$ cat src/rtl/game_pkg.sv
`default_nettype none
// ============================================================================
// Module      : game_pkg
// Description : Shared state encoding and default timing constants for the
//               breakout-style game sequencer.
// Revision    : 1.0 - initial release
// ============================================================================
package game_pkg;

    typedef enum logic [2:0] {
        ST_IDLE  = 3'd0,
        ST_SERVE = 3'd1,
        ST_PLAY  = 3'd2,
        ST_LOST  = 3'd3,
        ST_CLEAR = 3'd4,
        ST_OVER  = 3'd5
    } game_state_t;

    localparam int c_lives_init   = 3;
    localparam int c_lost_frames  = 60;
    localparam int c_clear_frames = 90;
    localparam int c_blink_shift  = 5;

    // Countdown register width; covers frame counts up to 256.
    localparam int c_frame_cnt_w  = 8;

    localparam logic [1:0] c_lives_max = 2'd3;
    localparam logic [2:0] c_level_max = 3'd7;

    // Bonus life awarded on level wrap, saturating at the display maximum.
    function automatic logic [1:0] lives_bonus(input logic [1:0] lives);
        return (lives == c_lives_max) ? lives : lives + 2'd1;
    endfunction

endpackage
`default_nettype wire

$ cat src/rtl/game_fsm_if.sv
`default_nettype none
// ============================================================================
// Module      : game_fsm_if
// Description : Event inputs and compositor/status outputs of the game
//               sequencer. The master side drives game events, the slave
//               side is the sequencer itself.
// Revision    : 1.0 - initial release
// ============================================================================
interface game_fsm_if;

    logic       frame_tick;
    logic       start_btn;
    logic       ball_lost;
    logic       blocks_cleared;
    logic       init;
    logic       dead;
    logic       playing;
    logic       launch;
    logic [1:0] lives;
    logic [2:0] level;
    logic       banner;

    modport master (
        output frame_tick, start_btn, ball_lost, blocks_cleared,
        input  init, dead, playing, launch, lives, level, banner
    );

    modport slave (
        input  frame_tick, start_btn, ball_lost, blocks_cleared,
        output init, dead, playing, launch, lives, level, banner
    );

endinterface
`default_nettype wire

$ cat src/rtl/frame_timer.sv
`default_nettype none
// ============================================================================
// Module      : frame_timer
// Description : Loadable frame countdown. Decrements once per frame tick while
//               enabled and stops at zero. A load always wins over a tick in
//               the same cycle so the loaded value is never pre-decremented.
// Revision    : 1.0 - initial release
// ============================================================================
module frame_timer #(
    parameter int WIDTH = 8
) (
    input  wire logic             clock,
    input  wire logic             reset,
    input  wire logic             load,
    input  wire logic [WIDTH-1:0] load_value,
    input  wire logic             frame_tick,
    input  wire logic             enable,
    output logic                  at_zero
);

    logic [WIDTH-1:0] r_count;

    // Countdown register: load has priority, decrement holds at zero.
    always_ff @(posedge clock) begin
        if (reset) begin
            r_count <= '0;
        end else if (load) begin
            r_count <= load_value;
        end else if (enable && frame_tick && (r_count != '0)) begin
            r_count <= r_count - {{(WIDTH-1){1'b0}}, 1'b1};
        end
    end

    assign at_zero = (r_count == '0);

endmodule
`default_nettype wire

$ cat src/rtl/game_fsm.sv
`default_nettype none
// ============================================================================
// Module      : game_fsm
// Description : Game sequencer: title, serve, play, ball-lost and
//               level-clear pauses, game over. Tracks lives and level, drives
//               registered compositor controls and a blinking banner enable.
// Revision    : 1.0 - initial release
// ============================================================================
module game_fsm
    import game_pkg::*;
#(
    parameter int LIVES_INIT   = c_lives_init,
    parameter int LOST_FRAMES  = c_lost_frames,
    parameter int CLEAR_FRAMES = c_clear_frames,
    parameter int BLINK_SHIFT  = c_blink_shift
) (
    input  wire logic  clock,
    input  wire logic  reset,
    game_fsm_if.slave  bus
);

    localparam logic [c_frame_cnt_w-1:0] c_lost_load  = c_frame_cnt_w'(LOST_FRAMES - 1);
    localparam logic [c_frame_cnt_w-1:0] c_clear_load = c_frame_cnt_w'(CLEAR_FRAMES - 1);
    localparam logic [1:0]               c_lives_load = 2'(LIVES_INIT);

    game_state_t r_state;
    game_state_t w_state_next;

    logic [1:0]  r_lives;
    logic [1:0]  w_lives_next;
    logic [2:0]  r_level;
    logic [2:0]  w_level_next;

    // Set only once start_btn has been seen low since reset, so a button held
    // through reset release is not mistaken for a press.
    logic        r_btn_low;
    logic        w_press;

    logic        w_launch_next;
    logic        w_timer_load;
    logic [c_frame_cnt_w-1:0] w_timer_value;
    logic        w_timer_en;
    logic        w_timer_zero;
    logic        w_countdown_done;

    logic [BLINK_SHIFT:0] r_blink;
    logic [BLINK_SHIFT:0] w_blink_next;

    logic        r_init;
    logic        r_dead;
    logic        r_playing;
    logic        r_launch;
    logic        r_banner;

    assign w_press          = bus.start_btn & r_btn_low;
    assign w_timer_en       = (r_state == ST_LOST) || (r_state == ST_CLEAR);
    assign w_countdown_done = bus.frame_tick & w_timer_zero;
    assign w_blink_next     = bus.frame_tick ? r_blink + {{BLINK_SHIFT{1'b0}}, 1'b1} : r_blink;

    frame_timer #(
        .WIDTH (c_frame_cnt_w)
    ) u_frame_timer (
        .clock      (clock),
        .reset      (reset),
        .load       (w_timer_load),
        .load_value (w_timer_value),
        .frame_tick (bus.frame_tick),
        .enable     (w_timer_en),
        .at_zero    (w_timer_zero)
    );

    // Start button history used for press (rising edge) detection.
    always_ff @(posedge clock) begin
        if (reset) begin
            r_btn_low <= 1'b0;
        end else begin
            r_btn_low <= ~bus.start_btn;
        end
    end

    // Free-running frame counter feeding the banner blink.
    always_ff @(posedge clock) begin
        if (reset) begin
            r_blink <= '0;
        end else begin
            r_blink <= w_blink_next;
        end
    end

    // State, lives and level registers.
    always_ff @(posedge clock) begin
        if (reset) begin
            r_state <= ST_IDLE;
            r_lives <= 2'd0;
            r_level <= 3'd0;
        end else begin
            r_state <= w_state_next;
            r_lives <= w_lives_next;
            r_level <= w_level_next;
        end
    end

    // Next-state, lives/level update and countdown load decode.
    always_comb begin
        w_state_next  = r_state;
        w_lives_next  = r_lives;
        w_level_next  = r_level;
        w_launch_next = 1'b0;
        w_timer_load  = 1'b0;
        w_timer_value = '0;
        case (r_state)
            ST_IDLE: begin
                if (w_press) begin
                    w_lives_next = c_lives_load;
                    w_level_next = 3'd0;
                    w_state_next = ST_SERVE;
                end
            end
            ST_SERVE: begin
                if (w_press) begin
                    w_launch_next = 1'b1;
                    w_state_next  = ST_PLAY;
                end
            end
            ST_PLAY: begin
                // Clearing the board wins over a simultaneous lost ball.
                if (bus.blocks_cleared) begin
                    w_timer_load  = 1'b1;
                    w_timer_value = c_clear_load;
                    w_state_next  = ST_CLEAR;
                end else if (bus.ball_lost) begin
                    if (r_lives != 2'd0) begin
                        w_lives_next = r_lives - 2'd1;
                    end
                    w_timer_load  = 1'b1;
                    w_timer_value = c_lost_load;
                    w_state_next  = ST_LOST;
                end
            end
            ST_LOST: begin
                if (w_countdown_done) begin
                    w_state_next = (r_lives != 2'd0) ? ST_SERVE : ST_OVER;
                end
            end
            ST_CLEAR: begin
                if (w_countdown_done) begin
                    if (r_level == c_level_max) begin
                        w_level_next = 3'd0;
                        w_lives_next = lives_bonus(r_lives);
                    end else begin
                        w_level_next = r_level + 3'd1;
                    end
                    w_state_next = ST_SERVE;
                end
            end
            ST_OVER: begin
                if (w_press) begin
                    w_state_next = ST_IDLE;
                end
            end
            default: begin
                w_state_next = ST_IDLE;
            end
        endcase
    end

    // Registered compositor controls, decoded from the state being entered.
    always_ff @(posedge clock) begin
        if (reset) begin
            r_init    <= 1'b1;
            r_dead    <= 1'b0;
            r_playing <= 1'b0;
            r_launch  <= 1'b0;
            r_banner  <= 1'b0;
        end else begin
            r_init    <= (w_state_next == ST_IDLE);
            r_dead    <= (w_state_next == ST_LOST) || (w_state_next == ST_OVER);
            r_playing <= (w_state_next == ST_PLAY);
            r_launch  <= w_launch_next;
            r_banner  <= ((w_state_next == ST_IDLE) || (w_state_next == ST_OVER))
                         ? w_blink_next[BLINK_SHIFT] : 1'b0;
        end
    end

    assign bus.init    = r_init;
    assign bus.dead    = r_dead;
    assign bus.playing = r_playing;
    assign bus.launch  = r_launch;
    assign bus.lives   = r_lives;
    assign bus.level   = r_level;
    assign bus.banner  = r_banner;

endmodule
`default_nettype wire
$ cat src/flat_wrapper.sv
// flat-port wrapper written by rule: the top's interface ports become plain ports
module game_fsm_flat import game_pkg::*;
#(
    parameter int LIVES_INIT   = c_lives_init,
    parameter int LOST_FRAMES  = c_lost_frames,
    parameter int CLEAR_FRAMES = c_clear_frames,
    parameter int BLINK_SHIFT  = c_blink_shift
)
  (clock, reset, bus_frame_tick, bus_start_btn, bus_ball_lost, bus_blocks_cleared, bus_init, bus_dead, bus_playing, bus_launch, bus_lives, bus_level, bus_banner);
  game_fsm_if bus_i ();
  input  wire logic clock;
  input  wire logic reset;
  input wire logic [$bits(bus_i.frame_tick)-1:0] bus_frame_tick;
  input wire logic [$bits(bus_i.start_btn)-1:0] bus_start_btn;
  input wire logic [$bits(bus_i.ball_lost)-1:0] bus_ball_lost;
  input wire logic [$bits(bus_i.blocks_cleared)-1:0] bus_blocks_cleared;
  output wire logic [$bits(bus_i.init)-1:0] bus_init;
  output wire logic [$bits(bus_i.dead)-1:0] bus_dead;
  output wire logic [$bits(bus_i.playing)-1:0] bus_playing;
  output wire logic [$bits(bus_i.launch)-1:0] bus_launch;
  output wire logic [$bits(bus_i.lives)-1:0] bus_lives;
  output wire logic [$bits(bus_i.level)-1:0] bus_level;
  output wire logic [$bits(bus_i.banner)-1:0] bus_banner;
  assign bus_i.frame_tick = bus_frame_tick;
  assign bus_i.start_btn = bus_start_btn;
  assign bus_i.ball_lost = bus_ball_lost;
  assign bus_i.blocks_cleared = bus_blocks_cleared;
  assign bus_init = bus_i.init;
  assign bus_dead = bus_i.dead;
  assign bus_playing = bus_i.playing;
  assign bus_launch = bus_i.launch;
  assign bus_lives = bus_i.lives;
  assign bus_level = bus_i.level;
  assign bus_banner = bus_i.banner;
  game_fsm #(.LIVES_INIT(LIVES_INIT), .LOST_FRAMES(LOST_FRAMES), .CLEAR_FRAMES(CLEAR_FRAMES), .BLINK_SHIFT(BLINK_SHIFT)) u_core (.clock(clock), .reset(reset), .bus(bus_i));
endmodule
$ cat config.mk
export PLATFORM = sky130hd
export DESIGN_NAME = game_fsm_flat
export DESIGN_NICKNAME = d
export VERILOG_FILES = /design/src/rtl/game_pkg.sv /design/src/rtl/game_fsm_if.sv /design/src/rtl/frame_timer.sv /design/src/rtl/game_fsm.sv /design/src/flat_wrapper.sv
export SDC_FILE = /design/constraint.sdc
export NUM_CORES = 1
export LEC_CHECK = 0
export ABC_AREA = 1
export BUFFER_PORTS_ARGS = -buffer_cell sky130_fd_sc_hd__buf_2
export CAP_MARGIN = 20
export CORE_MARGIN = 1
export CORE_UTILIZATION = 55
export DETAILED_ROUTE_END_ITERATION = 12
export HOLD_SLACK_MARGIN = 0.1
export PLACE_DENSITY_LB_ADDON = 0.25
export RECOVER_POWER = 100
export SETUP_SLACK_MARGIN = 0.2
export SYNTH_ARGS = -nofsm -noshare
export SYNTH_HDL_FRONTEND = slang
export SYNTH_HIERARCHICAL = 1
export SYNTH_SLANG_ARGS = --single-unit
export TNS_END_PERCENT = 50
$ cat constraint.sdc
create_clock -name clock -period 2.13 [get_ports clock]
set_input_delay 0 -clock clock [delete_from_list [all_inputs] [get_ports clock]]
set_output_delay 0 -clock clock [all_outputs]
set_load 0.05 [all_outputs]
==> results.md, run 1 <==
- Drt drc: 0
- Status: finished clean
- Die Area: roughly 3400 µm²
- Storage cell area: around 560 µm²
- Yosys top cell by area: dfxtp_1
- Clock Skew: about 13 ps
- WP data required: approximately 2400 ps
- Max_cap viols: 0
- Root Buffer: clkbuf_4
- Power Density: 605.3 nW/µm²
- Congestion Overflow GR: 0
- Maximum clock frequency: approximately 0.53 GHz
- Clock tree buffer depth: 2
- Worst reg-to-reg path cell count: 13
- Setup WS post-layout: 230.7 ps
- Worst setup EP type: flip-flop
- Synth-to-Final Area Change: 10.53%
- Sw Pwr: 411.2 µW
- Global-route wire length before repair: between 6 and 7 mm
- Vias in the first global route: 1413
- Worst hold path type: in2reg
- Clock transition at the registers of the reported paths: between 150 and 200 ps
- Die span in x: 58.56 µm
- Compound-Gate Fraction of Synth Area: roughly an eighth
- Share of layout cells above drive strength 1: around 15%
- Crit-path max FO: 6
- Final HPWL DP: 2.648 mm
- Logic pwr share: roughly 29%
- RSZ-0062 raised after global routing: true
- Via Count: 1670
- Setup TNS: 0 ps
- Worst slack at placement: ~240 ps
- Switch share: around a third
- Post-CTS setup buffers: 0
- Multi-input gate area: between 1000 and 1500 µm²
- Die H: slightly below 60 µm
- Routed Antenna Nets: 0
- Crit start category: flip-flop
- Fin util: a little under two thirds
- Slew of the pin with the lowest slew margin: around 600 ps
- Final min period: around 1900 ps
- Crit path DAT: around 2200 ps
- Largest net degree at the start of global routing: 16
- Core area: approximately 3100 µm²
- Routed vias/inst: just over 5
- Syn Area/Cell: 6.638 µm²
- Initial antenna violation count: 0
- Routed WL per cell: between 10 and 15 µm
- Gr usage total: 22.99%
- Clock share of power: 22.2%
- Placer Congestion: approximately 0.9
- Mapped cell area: around 1800 µm²
- Clk_lat worst skew: 330 ps
- Synth top area cells: dfxtp_1 (32%), nand2_1 (12%), nor2_1 (11%)
- Port bufs: 15
- 1st-pass router iterations: 5
- CTS sink count: 28
- Detailed Route WL: 3.637 mm
- Setup CP Type: reg2reg
- Yosys cell types: 34
- Nets@finish: roughly 300
- Hold Path Stages: 7
- Xor/xnor share of the synthesized area: less than 1%
- Num ports: 16
- Period utilization: around 89%
- Starting DRT DRC Count: 98
- Cell-internal power: 765.7 µW
- Relative slew slack: between 50% and 60%
- Fillers: between 300 and 400
- Post-synthesis sequential area ratio: between 30% and 40%
- Post-synthesis adder-cell area fraction: between 2 and 3%
- Cts bufs inserted: 3
- Main combinational cell family by area after synthesis: simple AND/OR/NAND/NOR gates
- Maximum VDD drop: about 0.44 mV
- Max Slew Vio Count: 0
- Initial Utilization: slightly below 60%
- YS warnings: 6
- H-tree levels: 1
- Final Hold Fails: 0
- Mapped Cells: 265
- Cell row count: 20
- Simple logic cell fraction of the synthesized area: a little over two fifths
- Diodes inserted: 0
- LEAKAGE: 0.9716 nW
- Post-synthesis mux area share: 0%
- Synth top area share: a little under a third
- Part of the power in registers: 49.0%
- Final Setup Violations: 0
- CTS tree: yes
- Flops & latches, synth: 28
==> worst max-delay path: stages (launching register included) <==
cell,delay (ps)
dfxtp_1,360
inv_2,100
ha_4,160
inv_1,50
nor2_1,120
nand3_1,110
nor2_1,140
nand2_1,190
o21ai_2,320
nor2_2,90
nand2_4,70
nand2_1,40
nand2_1,50
inv_1,30
==> power by group through the flow <==
stage	registers (mW)	logic (mW)	clock network, mW
floorplan	0.632	0.231	0
global placement	0.587	0.335	0
detailed placement	0.588	0.336	0
CTS	0.577	0.344	0.270
global route	0.580	0.376	0.290
finish	0.577	0.339	0.261
==> layer usage <==
layer | vias to the layer above | part of all wire [%] | global-route usage (%)
met4 | 0 | 1.4 | 4.082
met1 | 722 | 44 | 30.84
li1 | 879 | - | -
met3 | 8 | 7.3 | 3.956
met5 | - | 0 | 0
met2 | 61 | 47 | 39.24
==> flip-flops by register name, summed over array words and instances (netlist names) <==
name and cells:
u_core/u_frame_timer/r_count 8, u_core/r_blink 6, u_core/bus.level 3, u_core/r_state 3, u_core/bus.lives 2, u_core/bus.banner 1, u_core/bus.dead 1, u_core/bus.init 1
u_core/bus.launch 1, u_core/bus.playing 1, u_core/r_btn_low 1
==> placed cells by master, fill, tap and decap left out, types with 5 or more instances in the layout <==
| master | instances |
|---|---|
| o21ai_0 | 11 |
| dfxtp_1 | 28 |
| nand2_1 | 55 |
| nand2_2 | 5 |
| nand3_1 | 22 |
| inv_1 | 25 |
| nor2_2 | 6 |
| clkbuf_1 | 12 |
| inv_2 | 5 |
| a21oi_1 | 12 |
| nand2_4 | 5 |
| dlygate4sd3_1 | 5 |
| nor2_1 | 54 |
==> what timing repair did <==
item | 4_1_cts | 5_1_grt
setup endpoints to repair | 0 | 12
hold endpoints to repair | 12 | 0
gates resized for setup | 0 | 5
hold buffers | 5 | 0
==> cell usage after synthesis (all sizes together) <==
| cell type | count |
|---|---|
| buf | 4 |
| nand4 | 2 |
| ha | 4 |
| nand2b | 1 |
| a21oi | 13 |
| dfxtp | 28 |
| nor3 | 4 |
| a21boi | 1 |
| nor3b | 1 |
| clkinv | 2 |
| conb | 1 |
| xor2 | 2 |
| o31ai | 1 |
| nand3 | 22 |
| nor2 | 63 |
| o21bai | 3 |
| or2 | 1 |
| clkbuf | 1 |
| nand2 | 65 |
| o211ai | 1 |
| inv | 30 |
| o21ai | 15 |
==> layout make-up <==
type / count / area share [%]
multi-input combinational: 201 / 53.54
sequential: 28 / 28.83
timing repair buffer: 23 / 6.692
inverter: 32 / 6.242
tap: 44 / 2.831
clock buffer: 4 / 1.866
==> cell families (layout without fill, tap and decap cells) <==
group	after synthesis	in the layout
other	1	2
AO/OA/AOI/OAI	34	34
adder cells (fa/ha/maj)	4	4
buffers and inverters	37	59
AND/OR/NAND/NOR	159	159
XOR/XNOR	2	2
flip-flops	28	28
==> metrics by stage <==
step	std cells	hold slack, ps	cell area, µm²	power, mW
after floorplan	266	72.38	1763	0.8628
after detailed placement	323	176.6	1878	0.9242
after global placement	323	174.6	1878	0.9227
after global routing	332	209.8	1944	1.246
after CTS	332	154.6	1964	1.191
final	332	166.6	1944	1.177
==> path summary, 6_finish.rpt <==
kind | from | to | slack (ps)
min reg2reg | u_core/r_blink[0]$_SDFFE_PP0P_ | u_core/r_blink[0]$_SDFFE_PP0P_ | 510
max | u_core/u_frame_timer/r_count[0]$_SDFFE_PP0P_ | u_core/bus.banner$_SDFF_PP0_ | 230
min | bus_ball_lost | u_core/u_frame_timer/r_count[5]$_SDFFE_PP0P_ | 170
max reg2reg | u_core/u_frame_timer/r_count[0]$_SDFFE_PP0P_ | u_core/bus.banner$_SDFF_PP0_ | 230
(Power assumes the default switching activity.)
==> run 2: changes to the inputs <==
- SYNTH_HIERARCHICAL: 1 -> unset
==> run 2 against run 1 <==
  * Combinational power decreased by 60%
  * Via count decreased by 16%
  * Largest cell class unchanged
  * Die area shrank 15%
  * Cell area shrank 14%
  * Critical path type unchanged
  * Sequential share of layout area rose by 4.9 points
  * Routed wire length decreased by 17%
==> results.md, run 2 <==
- Status: finished clean (unchanged)
- Setup WS post-layout: 398.0 ps (was 230.7 ps)
- Worst setup EP type: flip-flop (unchanged)
- Commonest non-fill, non-tap cells in the layout: nand2_1 (46), nor2_1 (45), dfxtp_1 (28) (was nand2_1 (55), nor2_1 (54), dfxtp_1 (28))
- Top post-synthesis cells by count: nand2_1 (44), nor2_1 (44), dfxtp_1 (28) (was nand2_1 (54), nor2_1 (53), dfxtp_1 (28))
- Final min period: 1732 ps (was 1899 ps)
- Share of layout cells above drive strength 1: 8.299% (was 14.58%)
- Logic pwr share: 13.2% (was 28.8%)
- Sw Pwr: 268.4 µW (was 411.2 µW)
- Largest net degree at the start of global routing: 17 (was 16)
- Vias in the first global route: 1126 (was 1413)
- RSZ-0062 raised after global routing: false (was true)
- Cell row count: 18 (was 20)
- Clock transition at the registers of the reported paths: 160 ps (about the same)
- Crit start category: flip-flop (unchanged)
- Root Buffer: clkbuf_4 (unchanged)
- CTS tree: yes (unchanged)
- Max_cap viols: 0 (unchanged)
- 1st-pass router iterations: 4 (was 5)
- Starting DRT DRC Count: 43 (was 98)
- Largest register FFs: 8 (unchanged)
- Post-synthesis sequential area ratio: 37.81% (was 31.86%)
- YS warnings: 0 (was 6)
- Die span in x: 53.92 µm (was 58.56 µm)
- LEAKAGE: 0.7918 nW (was 0.9716 nW)
- Synth Flop Type: dfxtp_1 (unchanged)
- Flops & latches, synth: 28 (unchanged)
- Num ports: 16 (unchanged)
- Clk_lat worst skew: 330 ps (about the same)
- CTS sink count: 28 (unchanged)
- Final Hold Fails: 0 (unchanged)
- Final Setup Violations: 0 (unchanged)
- Slowest CP cell: dfxtp_1 (unchanged)
- Worst hold path type: reg2reg (was in2reg)
- Cts bufs inserted: 3 (unchanged)
- EDFF count, synth: 0 (unchanged)
- Most common cell after layout, fill and taps aside: nand2_1 (unchanged)
- Clock tree buffer depth: 2 (unchanged)
- Placer Congestion: 0.9333 (was 0.9021)
- Routed WL per cell: 11.14 µm (was 10.95 µm)
- Detailed Route WL: 3.020 mm (was 3.637 mm)
- Yosys cell types: 26 (was 34)
- Synth top area cells: dfxtp_1 (38%), nand2_1 (11%), nor2_1 (11%) (was dfxtp_1 (32%), nand2_1 (12%), nor2_1 (11%))
- Max Slew Vio Count: 0 (unchanged)
- Via Count: 1397 (was 1670)
- Power Density: 625.5 nW/µm² (was 605.3 nW/µm²)
- Maximum VDD drop: 0.6284 mV (was 0.4370 mV)
- CP dominant cell by count: nand2_1 (unchanged)
- Post-synth net total: 230
- Die H: 53.92 µm (was 58.56 µm)
- Clock share of power: 33.6% (was 22.2%)
- WP data required: 2400 ps (was 2390 ps)
- Post-CTS setup buffers: 0 (unchanged)
- Routed vias/inst: 5.155 (was 5.030)
- Drt drc: 0 (unchanged)
- Core area: 2522 µm² (was 3053 µm²)
- Diodes inserted: 0 (unchanged)
- Mapped Cells: 219 (was 265)
- Synth top area share: 37.81% (was 31.86%)
- Port bufs: 15 (unchanged)
- Setup CP Type: reg2reg (unchanged)
- Routed Antenna Nets: 0 (unchanged)
- Largest register by flop count: u_core.u_frame_timer.r_count (was u_core/u_frame_timer/r_count)
- Period utilization: 81.31% (was 89.17%)
- Part of the power in registers: 53.2% (was 49.0%)
- Crit path DAT: 2000 ps (was 2160 ps)
- Ys async rst share: 0% (unchanged)
- Clock Skew: 11.91 ps (was 12.59 ps)
- Switch share: 25.80% (was 34.94%)
- Crit-path cells: inv_1 > ha_1 > nand2_1 > nor2_8 > nand2_2 > a21oi_1 > nand2_1 > o21ai_0 (was inv_2 > ha_4 > inv_1 > nor2_1 > nand3_1 > nor2_1 > nand2_1 > o21ai_2 > nor2_2 > nand2_4 > nand2_1 > nand2_1 > inv_1)
- Mapped cell area: 1483 µm² (was 1759 µm²)
- H-tree levels: 1 (unchanged)
- Global-route wire length before repair: 4.712 mm (was 6.113 mm)
- Congestion Overflow GR: 0 (unchanged)
- Nets@finish: 253 (was 299)
- Syn Area/Cell: 6.770 µm² (was 6.638 µm²)
- Initial Utilization: 58.78% (was 57.62%)
- Die Area: 2907 µm² (was 3429 µm²)
- Slew of the pin with the lowest slew margin: 602.5 ps (was 602.8 ps)
- Worst slack at placement: 612.6 ps (was 243.8 ps)
- Initial antenna violation count: 0 (unchanged)
- Final HPWL DP: 2.254 mm (was 2.648 mm)
- Crit-path max FO: 5 (was 6)
- CP max stage delay: 350 ps (was 360 ps)
- Relative slew slack: 60.01% (was 59.99%)
- Synth-to-Final Area Change: 12.15% (was 10.53%)
- Yosys top cell by area: dfxtp_1 (unchanged)
- Setup TNS: 0 ps (unchanged)
- Cell-internal power: 771.7 µW (was 765.7 µW)
- Biggest registers after layout: u_core.u_frame_timer.r_count (8), u_core.r_blink (6) (was u_core/u_frame_timer/r_count (8), u_core/r_blink (6))
- Maximum clock frequency: 0.5774 GHz (was 0.5265 GHz)
- Gr usage total: 22.31% (was 22.99%)
-- run 2: final cells by class --
class / count / area, µm²
clock buffers: 3 / 22.52
repair buffers: 21 / 121.4
clock inverters: 1 / 30.03
multi-input cells: 161 / 789.5
fillers: 236 / 859.6
well taps: 30 / 37.54
flip-flops and latches: 28 / 560.5
inverters: 27 / 101.3
-- run 2: worst paths after layout --
| kind | startpoint | to | slack [ps] | cells after the start |
|---|---|---|---|---|
| hold / removal | u_core.u_frame_timer.r_count[0]$_SDFFE_PP0P_ | u_core.u_frame_timer.r_count[0]$_SDFFE_PP0P_ | 490 | 2 |
| hold reg to reg | u_core.u_frame_timer.r_count[0]$_SDFFE_PP0P_ | u_core.u_frame_timer.r_count[0]$_SDFFE_PP0P_ | 490 | 2 |
| setup / recovery | u_core.u_frame_timer.r_count[0]$_SDFFE_PP0P_ | u_core.bus.init$_SDFF_PP1_ | 400 | 8 |
| setup reg to reg | u_core.u_frame_timer.r_count[0]$_SDFFE_PP0P_ | u_core.bus.init$_SDFF_PP1_ | 400 | 8 |
-- run 2: critical path: cells and delay by family (launching register included) --
kind / cells / cell delay [ps]
fa+ha+maj: 1 / 150
simple gates: 4 / 510
flops: 1 / 350
compound gates: 2 / 530
buf+inv: 1 / 110
-- run 2: logic make-up (layout without fill, tap and decap cells) --
group           after synthesis  after routing  synth area share (%)
buf+inv                      30             52                 7.679
fa+ha+maj                     5              5                 4.219
flops                        28             28                 37.81
simple gates                119            119                 35.95
compound gates               35             35                 13.16
xor+xnor                      2              2                 1.182
-- run 2: per-layer routing --
metal / part of all wire (%) / track usage [%] / up-vias / routed length (µm)
met4: 0.33 / 5.263 / 0 / 10
li1: - / - / 742 / -
met1: 50 / 29.50 / 627 / 1506
met2: 46 / 37.65 / 26 / 1384
met5: 0 / 0 / - / 0
met3: 4.0 / 3.390 / 2 / 120
-- run 2: power by group through the flow --
stage | Sequential, mW | Combinational (mW) | Clock (mW)
2_1_floorplan | 0.593 | 0.0734 | 0
4_1_cts | 0.553 | 0.142 | 0.359
3_3_place_gp | 0.564 | 0.132 | 0
3_5_place_dp | 0.565 | 0.132 | 0
6_report | 0.553 | 0.137 | 0.350
5_1_grt | 0.556 | 0.153 | 0.372
-- run 2: repair_timing --
item / 4_1_cts / 5_1_grt
hold endpoints to repair: 15 / 0
hold buffers: 6 / 0
resized for setup: 0 / 0
-- run 2: stage by stage --
| step | cell area, µm² | hold WS (ps) | power, mW | utilization, % | instances |
|---|---|---|---|---|---|
| finish | 1663 | 493.4 | 1.040 | 65.92 | 271 |
| global route | 1663 | 517.6 | 1.081 | 65.92 | 271 |
| CTS | 1695 | 493.0 | 1.053 | 67.21 | 271 |
| detailed placement | 1583 | 201.5 | 0.6967 | 62.75 | 261 |
| global placement | 1583 | 198.6 | 0.6957 | 62.75 | 261 |
| floorplan | 1483 | 72.38 | 0.6665 | - | 219 |
